[src/rtl/ped_crossing_ctrl.sv]
// ---------------------------------------------------------------------------
// ped_crossing_ctrl
//
// Pedestrian crossing controller placed downstream of the vehicle traffic
// light controller. It grants a timed WALK phase followed by a flashing
// DON'T WALK phase inside the vehicle red interval. One clock cycle is one
// second. Illegal (non one-hot) light inputs lock the block into a sticky
// FAULT state that only reset clears.
//
// Parameters
//   WALK_TIME   cycles of steady WALK
//   FLASH_TIME  cycles of flashing DON'T WALK
//   CNT_W       countdown width (WALK_TIME+FLASH_TIME must fit)
//
// Ports
//   clk          in   1 Hz system clock
//   n_reset      in   asynchronous active-low reset
//   red_in       in   vehicle red
//   yel_in       in   vehicle yellow
//   green_in     in   vehicle green
//   ped_btn      in   raw asynchronous pedestrian push-button
//   walk         out  WALK lamp
//   dont_walk    out  DON'T WALK lamp
//   ped_waiting  out  request latched but not yet served
//   countdown    out  seconds remaining in the crossing, 0 otherwise
//   fault        out  sticky light-input fault
// ---------------------------------------------------------------------------
module ped_crossing_ctrl #(
  parameter int WALK_TIME  = 20,
  parameter int FLASH_TIME = 8,
  parameter int CNT_W      = 5
) (
  input  logic             clk,
  input  logic             n_reset,
  input  logic             red_in,
  input  logic             yel_in,
  input  logic             green_in,
  input  logic             ped_btn,
  output logic             walk,
  output logic             dont_walk,
  output logic             ped_waiting,
  output logic [CNT_W-1:0] countdown,
  output logic             fault
);

  localparam logic [1:0] ST_STOP  = 2'd0;
  localparam logic [1:0] ST_WALK  = 2'd1;
  localparam logic [1:0] ST_FLASH = 2'd2;
  localparam logic [1:0] ST_FAULT = 2'd3;

  localparam logic [CNT_W-1:0] CNT_TOTAL  = CNT_W'(WALK_TIME + FLASH_TIME);
  localparam logic [CNT_W-1:0] CNT_FLASH1 = CNT_W'(FLASH_TIME + 1);
  localparam logic [CNT_W-1:0] CNT_ONE    = {{(CNT_W-1){1'b0}}, 1'b1};

  logic             btn_meta_q, btn_sync_q, btn_prev_q;
  logic             red_q;
  logic [1:0]       state_q, state_d;
  logic             walk_q, walk_d;
  logic             dont_walk_q, dont_walk_d;
  logic             waiting_q, waiting_d;
  logic [CNT_W-1:0] cnt_q, cnt_d;
  logic             fault_q, fault_d;

  logic press;
  logic red_onset;
  logic one_hot;

  // The third button flop remembers the previous synchronized level, so a
  // press event is a single-cycle pulse on the synchronized rising edge.
  assign press     = btn_sync_q & ~btn_prev_q;
  assign red_onset = red_in & ~red_q;
  assign one_hot   = ( red_in & ~yel_in & ~green_in) |
                     (~red_in &  yel_in & ~green_in) |
                     (~red_in & ~yel_in &  green_in);

  // Button synchronizer, edge-detect history and red history.
  always_ff @(posedge clk or negedge n_reset) begin
    if (!n_reset) begin
      btn_meta_q <= 1'b0;
      btn_sync_q <= 1'b0;
      btn_prev_q <= 1'b0;
      red_q      <= 1'b0;
    end else begin
      btn_meta_q <= ped_btn;
      btn_sync_q <= btn_meta_q;
      btn_prev_q <= btn_sync_q;
      red_q      <= red_in;
    end
  end

  // Next-state and next-output logic. Outputs are computed one cycle ahead
  // so every lamp and the countdown come straight from a flop. A fault on
  // the light inputs overrides every other transition.
  always_comb begin
    state_d     = state_q;
    walk_d      = walk_q;
    dont_walk_d = dont_walk_q;
    waiting_d   = waiting_q;
    cnt_d       = cnt_q;
    fault_d     = fault_q;

    if (!one_hot || state_q == ST_FAULT) begin
      state_d     = ST_FAULT;
      walk_d      = 1'b0;
      dont_walk_d = 1'b1;
      waiting_d   = 1'b0;
      cnt_d       = '0;
      fault_d     = 1'b1;
    end else begin
      case (state_q)
        ST_STOP: begin
          if (red_onset && (waiting_q || press)) begin
            state_d     = ST_WALK;
            walk_d      = 1'b1;
            dont_walk_d = 1'b0;
            waiting_d   = 1'b0;
            cnt_d       = CNT_TOTAL;
          end else begin
            walk_d      = 1'b0;
            dont_walk_d = 1'b1;
            waiting_d   = waiting_q | press;
            cnt_d       = '0;
          end
        end

        // Presses during WALK are deliberately dropped.
        ST_WALK: begin
          if (!red_in) begin
            state_d     = ST_STOP;
            walk_d      = 1'b0;
            dont_walk_d = 1'b1;
            cnt_d       = '0;
          end else begin
            cnt_d = cnt_q - CNT_ONE;
            if (cnt_q == CNT_FLASH1) begin
              state_d     = ST_FLASH;
              walk_d      = 1'b0;
              dont_walk_d = 1'b1;
            end
          end
        end

        ST_FLASH: begin
          waiting_d = waiting_q | press;
          if (!red_in) begin
            state_d     = ST_STOP;
            walk_d      = 1'b0;
            dont_walk_d = 1'b1;
            cnt_d       = '0;
          end else begin
            cnt_d = cnt_q - CNT_ONE;
            if (cnt_q == CNT_ONE) begin
              state_d     = ST_STOP;
              dont_walk_d = 1'b1;
            end else begin
              dont_walk_d = ~dont_walk_q;
            end
          end
        end

        default: begin
          state_d     = ST_FAULT;
          walk_d      = 1'b0;
          dont_walk_d = 1'b1;
          waiting_d   = 1'b0;
          cnt_d       = '0;
          fault_d     = 1'b1;
        end
      endcase
    end
  end

  // State and output registers.
  always_ff @(posedge clk or negedge n_reset) begin
    if (!n_reset) begin
      state_q     <= ST_STOP;
      walk_q      <= 1'b0;
      dont_walk_q <= 1'b1;
      waiting_q   <= 1'b0;
      cnt_q       <= '0;
      fault_q     <= 1'b0;
    end else begin
      state_q     <= state_d;
      walk_q      <= walk_d;
      dont_walk_q <= dont_walk_d;
      waiting_q   <= waiting_d;
      cnt_q       <= cnt_d;
      fault_q     <= fault_d;
    end
  end

  assign walk        = walk_q;
  assign dont_walk   = dont_walk_q;
  assign ped_waiting = waiting_q;
  assign countdown   = cnt_q;
  assign fault       = fault_q;

endmodule

[config.mk]
export PLATFORM = sky130hd
export DESIGN_NAME = ped_crossing_ctrl
export DESIGN_NICKNAME = d
export VERILOG_FILES = /design/src/rtl/ped_crossing_ctrl.sv
export SDC_FILE = /design/constraint.sdc
export NUM_CORES = 1
export LEC_CHECK = 0
export ABC_CLOCK_PERIOD_IN_PS = 1700
export CAP_MARGIN = 20
export CORE_AREA = 10 10 54 56
export DETAILED_ROUTE_END_ITERATION = 10
export DIE_AREA = 0 0 64 66
export GPL_ROUTABILITY_DRIVEN = 0
export PLACE_DENSITY = 0.69
export SETUP_SLACK_MARGIN = 0.15
export SLEW_MARGIN = 30
export SYNTH_ARGS = -nofsm -noshare
export SYNTH_HDL_FRONTEND = slang
export SYNTH_SLANG_ARGS = --single-unit
[constraint.sdc]
create_clock -name clk -period 1.7 [get_ports clk]
set_clock_uncertainty 0.1 [all_clocks]
set_input_delay 0.34 -clock clk [delete_from_list [all_inputs] [get_ports clk]]
set_output_delay 0.34 -clock clk [all_outputs]
set_load 0.01 [all_outputs]
==> out/results.ini, run 1 <==
[synth]
synth_seq_area_share_pct = 47.3
syn_area_um2 = 796
ys_ff_latch = 15
synth_edf_count = 0
syn_area_per_cell_um2 = 10.2
yosysMostFrequentCell = dfrtp_1
ys.flop_type = dfrtp_1
yosys-top-cells-area = dfrtp_1 44%, ha_1 9.4%, xor2_1 4.4%
synth_cell_types = 28
postSynthCellCount = 78
synth_commonest_cells = 14 x dfrtp_1, 8 x inv_1, 6 x a21oi_1, 6 x ha_1, 6 x nor3_1
yosysTopAreaCell = dfrtp_1
yosysTopAreaCellShare_pct = 44.0
yosysWarningCount = 0
synth_fp_nets = 90
asyncSetResetFlopFracSynth_pct = 100

[sta]
max_freq_ghz = 0.555
finalHoldViolations = 0
fin_crit_sh_pct = 106
rsz0062_at_grt = true
finalSetupViolCount = 3
slew_headroom_pct = 80.1
period_needed_ns = 1.80
slew_violations = 0
whs_ns = 0.170
tightest_slew_ns = 0.298
setup_ws_ns = -0.103

[setup_path]
slowest_delay_ns = 0.48
worstPathArrival_ns = 1.91
r2r_end = state_q[1]
required_ns = 1.81
worst-path-buf-inv = 1
crit_fanout = 2
crit_chain = buf_4 -> ha_4 -> or4b_4 -> a311oi_4 -> mux2i_1
crit_family = simple AND/OR/NAND/NOR gates
slowest_stage = or4b_4
r2r_cells = 5
r2r-start = countdown[0]
crit_type = register to register
timing.critical_path.depth = 5
regToRegSetupSlack_ns = -0.10
end_kind = register
critPathLaunchType = register

[clocking]
clk_pin_slew_ns = 0.10
h-tree-depth = 1
clockBufferDepth = 2
cts_made_buffers = 3
cts_tree = done
cts.sinks = 15
clkLatencyLatePin_ns = 0.28
cts-root-buf = clkbuf_4

[detailed_routing]
viasPerCell = 4.98
antenna_left = 0
drtIter0Drc = 16
detail_route.first_pass.iterations = 4
routedWlPerCell_um = 14.1
drc = 0
wl_um = 1950
vias = 687

[grt]
grt_use_total_pct = 9.77
antenna_found_initial = 0
grt_max_degree = 11
grt_pass1_wl_um = 3320
grt_overflow = 0
grt_pass1_vias = 716

[pwr]
powerDensity_mw_per_mm2 = 536
switching_share_pct = 23.7
clockPowerShare_pct = 34.6
internal_power_mw = 0.469
power_frac_seq_pct = 59.0
power_frac_comb_pct = 6.4
p_sw_mw = 0.146
p_leak_nw = 0.534
ir_drop_mv = 0.263

[placement]
io_buffers = 14
pre_cts_ws_ns = -0.259
dpl.hpwl_um = 1480
placed_cell_area_mm2 = 0.00106
place_inst = 129

[floorplanning]
die_w_um = 64
io_pins = 15
chipHeight_um = 66
initial_utilization_pct = 41.8
num_rows = 16
fp.coreArea_mm2 = 0.00190
die-area_mm2 = 0.00422

[min_path]
hold_path_class = input port to asynchronous set/reset pin

[final_layout]
final_area_mm2 = 0.00115
fillers = 158
num_antenna_cells = 0
area_delta_synth_final_pct = 44.2
layout.nets = 124
drive_gt1_share_pct = 32.4
final_core_util_pct = 60.3
fin_cells = 138

[run_status]
failed_checks = negative setup slack
outcome = complete, but fails checks

[job]
drv_cap = 0

-- per-stage QoR --
step | total power [mW] | setup TNS (ns)
2_1_floorplan | 0.379 | -0.147
3_3_place_gp | 0.408 | -0.434
3_5_place_dp | 0.410 | -0.973
4_1_cts | 0.619 | -0.139
5_1_grt | 0.651 | -0.360
6_report | 0.615 | -0.205
-- state kept, by name, summed over array words and instances, names as in the netlist --
signal,cells
countdown,5
state_q,2
btn_meta_q,1
btn_prev_q,1
btn_sync_q,1
dont_walk,1
fault,1
ped_waiting,1
red_q,1
walk,1
-- cell families (layout without fill, tap and decap cells) --
group / count (synthesis) / count (layout) / synth area share [%]
DFF: 15 / 15 / 47.3
xor gates and xnor gates: 4 / 4 / 4.40
buffers and inverters: 10 / 43 / 4.87
and+or+nand+nor: 26 / 26 / 18.4
adders and majority gates: 6 / 6 / 9.43
AOI/OAI and AO/OA: 15 / 15 / 13.1
muxes: 2 / 2 / 2.52
-- layer usage --
metal / wire length (um) / global-route usage [%] / part of all wire (%) / vias to the layer above
met3: 44 / 1.53 / 2.3 / 2
met2: 1030 / 17.2 / 53 / 10
met5: 0 / 0 / 0 / -
met4: 34 / 6.28 / 1.7 / 0
met1: 843 / 10.7 / 43 / 339
li1: - / - / - / 336
-- layout by cell type (no fill, tap or decap), drive strengths merged, types with 2 or more instances in the layout --
cell | synthesis | routed
clkbuf | 0 | 8
mux2i | 2 | 2
dlygate4sd2 | 0 | 4
dfrtp | 14 | 14
nand2 | 4 | 4
nor2b | 2 | 2
or2 | 2 | 2
clkdlybuf4s50 | 0 | 5
nor2 | 4 | 4
nand3 | 3 | 3
a21oi | 6 | 6
buf | 2 | 17
inv | 8 | 8
o21ai | 2 | 2
nand2b | 2 | 2
nor3 | 6 | 6
ha | 6 | 6
xor2 | 4 | 4
-- worst max-delay path by stage --
stage,from,end
final,countdown[0],state_q[1]
after floorplan,countdown[1],state_q[0]
after global placement,red_in,state_q[0]
after global routing,countdown[1],state_q[1]
after CTS,countdown[1],state_q[1]
after detailed placement,red_in,state_q[1]
-- repair_timing --
action,4_1_cts,5_1_grt
resized for setup,17,13
setup endpoints to repair,13,10
hold buffers,0,0
pin swaps,3,4
setup buffers,4,1
-- worst reg2reg max path: cells and delay by family (launching register included) --
family / cells / cell delay (ns)
AND/OR/NAND/NOR: 1 / 0.48
flip-flops: 1 / 0.37
AO/OA/AOI/OAI: 1 / 0.29
multiplexers: 1 / 0.24
buffers and inverters: 1 / 0.13
adder cells (fa/ha/maj): 1 / 0.12
-- power by group through the flow --
| stage | registers [mW] | logic (mW) | clock network [mW] |
|---|---|---|---|
| after CTS | 0.363 | 0.0399 | 0.216 |
| final | 0.363 | 0.0393 | 0.213 |
| after detailed placement | 0.370 | 0.0396 | 0 |
| after global routing | 0.364 | 0.0434 | 0.244 |
| after global placement | 0.370 | 0.0384 | 0 |
| after floorplan | 0.370 | 0.00928 | 0 |
-- cell type report --
type	count	area, um2	share of cell area (%)
clock inverters	1	5.00	0.436
flip-flops and latches	15	377	32.8
multi-input cells	53	435	37.9
inverters	8	32.5	2.84
well taps	27	33.8	2.94
repair buffers	31	241	21.0
clock buffers	3	22.5	1.96
No activity file was read; power rests on OpenSTA's default activity.
==> run 2, diff against run 1 <==
Settings changed: GPL_TIMING_DRIVEN set to 0.
==> out/results.ini, run 2 (synthesized netlist as in run 1, its figures left out) <==
[pwr]
ir_drop_mv = 0.380
p_leak_nw = 0.527
powerDensity_mw_per_mm2 = 536
power_mw = 0.608

[detailed_routing]
drc = 0
dr_wl_met2_um = 969
viasPerCell = 5.02
antenna_left = 0
vias = 657
routedWlPerCell_um = 14.3
top_layer_used = met4
wl_um = 1870
drtIter0Drc = 9
detail_route.first_pass.iterations = 4
wl_met1_um = 767
met3_length_um = 75

[grt]
grt_max_degree = 16
grt_use_total_pct = 9.21
grt_overflow = 0
grt_pass1_vias = 661
grt_pass1_wl_um = 3070
antenna_found_initial = 0

[sta]
finalHoldViolations = 0
slew_headroom_pct = 56.0
setup_ws_ns = -0.0695
rsz0062_at_grt = true
whs_ns = 0.186
tightest_slew_ns = 0.658
finalSetupViolCount = 3
period_needed_ns = 1.77
max_freq_ghz = 0.565
slew_violations = 0
fin_crit_sh_pct = 104
setup-tns-final_ns = -0.156

[job]
drv_cap = 0

[floorplanning]
num_rows = 16
io_pins = 15
fp.coreArea_mm2 = 0.00190
initial_utilization_pct = 41.8
chipHeight_um = 66
die_w_um = 64
die-area_mm2 = 0.00422

[final_layout]
drive_gt1_share_pct = 29.8
multiInputGateArea_um2 = 457
final_area_mm2 = 0.00113
num_antenna_cells = 0
fillers = 165
largest_reg_flops = 5
mostFrequentLayoutCells = 12 x dfrtp_1, 7 x inv_1, 7 x buf_4, 7 x dlygate4sd2_1
layout.nets = 117
area_delta_synth_final_pct = 42.6
layout_commonest_cell = dfrtp_1
seq_area_um2 = 379

[placement]
dpl.hpwl_um = 1200
placed_cell_area_um2 = 981
io_buffers = 14
pre_cts_ws_ns = -0.527

[setup_path]
required_ns = 1.82
critPathLaunchType = register
crit_type = register to register
regToRegSetupSlack_ns = -0.07
end_kind = register
worstPathArrival_ns = 1.89
crit_fanout = 2

[clocking]
cts.sinks = 15
clk_pin_slew_ns = 0.09
cts_made_buffers = 3
cts_tree = done
clockBufferDepth = 2
h-tree-depth = 1
clkLatencyLatePin_ns = 0.29
cts-root-buf = clkbuf_4

[run_status]
failed_checks = negative setup slack
outcome = complete, but fails checks

[min_path]
hold_path_class = input port to register

-- run 2: cell count changes in the layout (fill, tap and decap cells not counted), moves of 2 or more --
cell             change
buf_4                -9
clkbuf_2             -4
clkdlybuf4s50_1      -3
dlygate4sd2_1        +3
dlymetal6s2s_1       +3
ha_2                 +3
buf_2                +2
dfrtp_1              -2
dfrtp_2              +2
ha_1                 -2
-- run 2: final cells by class --
class                      instances  area share [%]
timing repair buffer              22            16.8
inverter                           8            2.65
sequential                        15            33.4
tap                               27            2.98
buffer                             2            1.65
clock buffer                       4            2.32
multi-input combinational         53            40.2
-- run 2: critical path, cell delays in order, from the launching register on --
cell,delay (ns)
dfrtp_1,0.40
inv_2,0.08
ha_4,0.12
or4b_4,0.48
a311oi_4,0.30
mux2i_1,0.22
-- run 2: metrics by stage --
step	cells	util (%)
final	131	59.7
after global routing	131	59.7
after CTS	128	56.1
after detailed placement	119	51.6
after global placement	119	51.6
after floorplan	78	-
-- run 2: layer usage --
layer  up-vias  global-route usage, %
met4         0                   6.56
met3         6                   2.03
li1        320                      -
met2        15                   14.9
met5         -                      0
met1       316                   10.5
-- run 2: worst paths after layout --
path / start / to / cells after the start
setup / recovery: countdown[1] / state_q[0] / 5
hold / removal: red_in / red_q / 1
setup reg to reg: countdown[1] / state_q[0] / 5
hold reg to reg: btn_meta_q / btn_sync_q / 0
max in group asynchronous: n_reset / countdown[0] / 1
min in group asynchronous: n_reset / state_q[1] / 1
-- run 2: what timing repair did --
action                                  4_1_cts  5_1_grt
pin swaps                                     3        5
hold buffers                                  0        0
gates resized for setup                      21       19
setup buffers                                 5        2
cloned                                        0        1
endpoints found under the setup margin       20       12
-- run 2: power by group --
part	leakage [nW]	internal, mW	total, mW	switching (mW)
combinational	0.334	0.0147	0.0341	0.0194
clock	0.0150	0.0914	0.211	0.119
sequential	0.178	0.361	0.363	0.00174
total	0.527	0.468	0.608	0.140
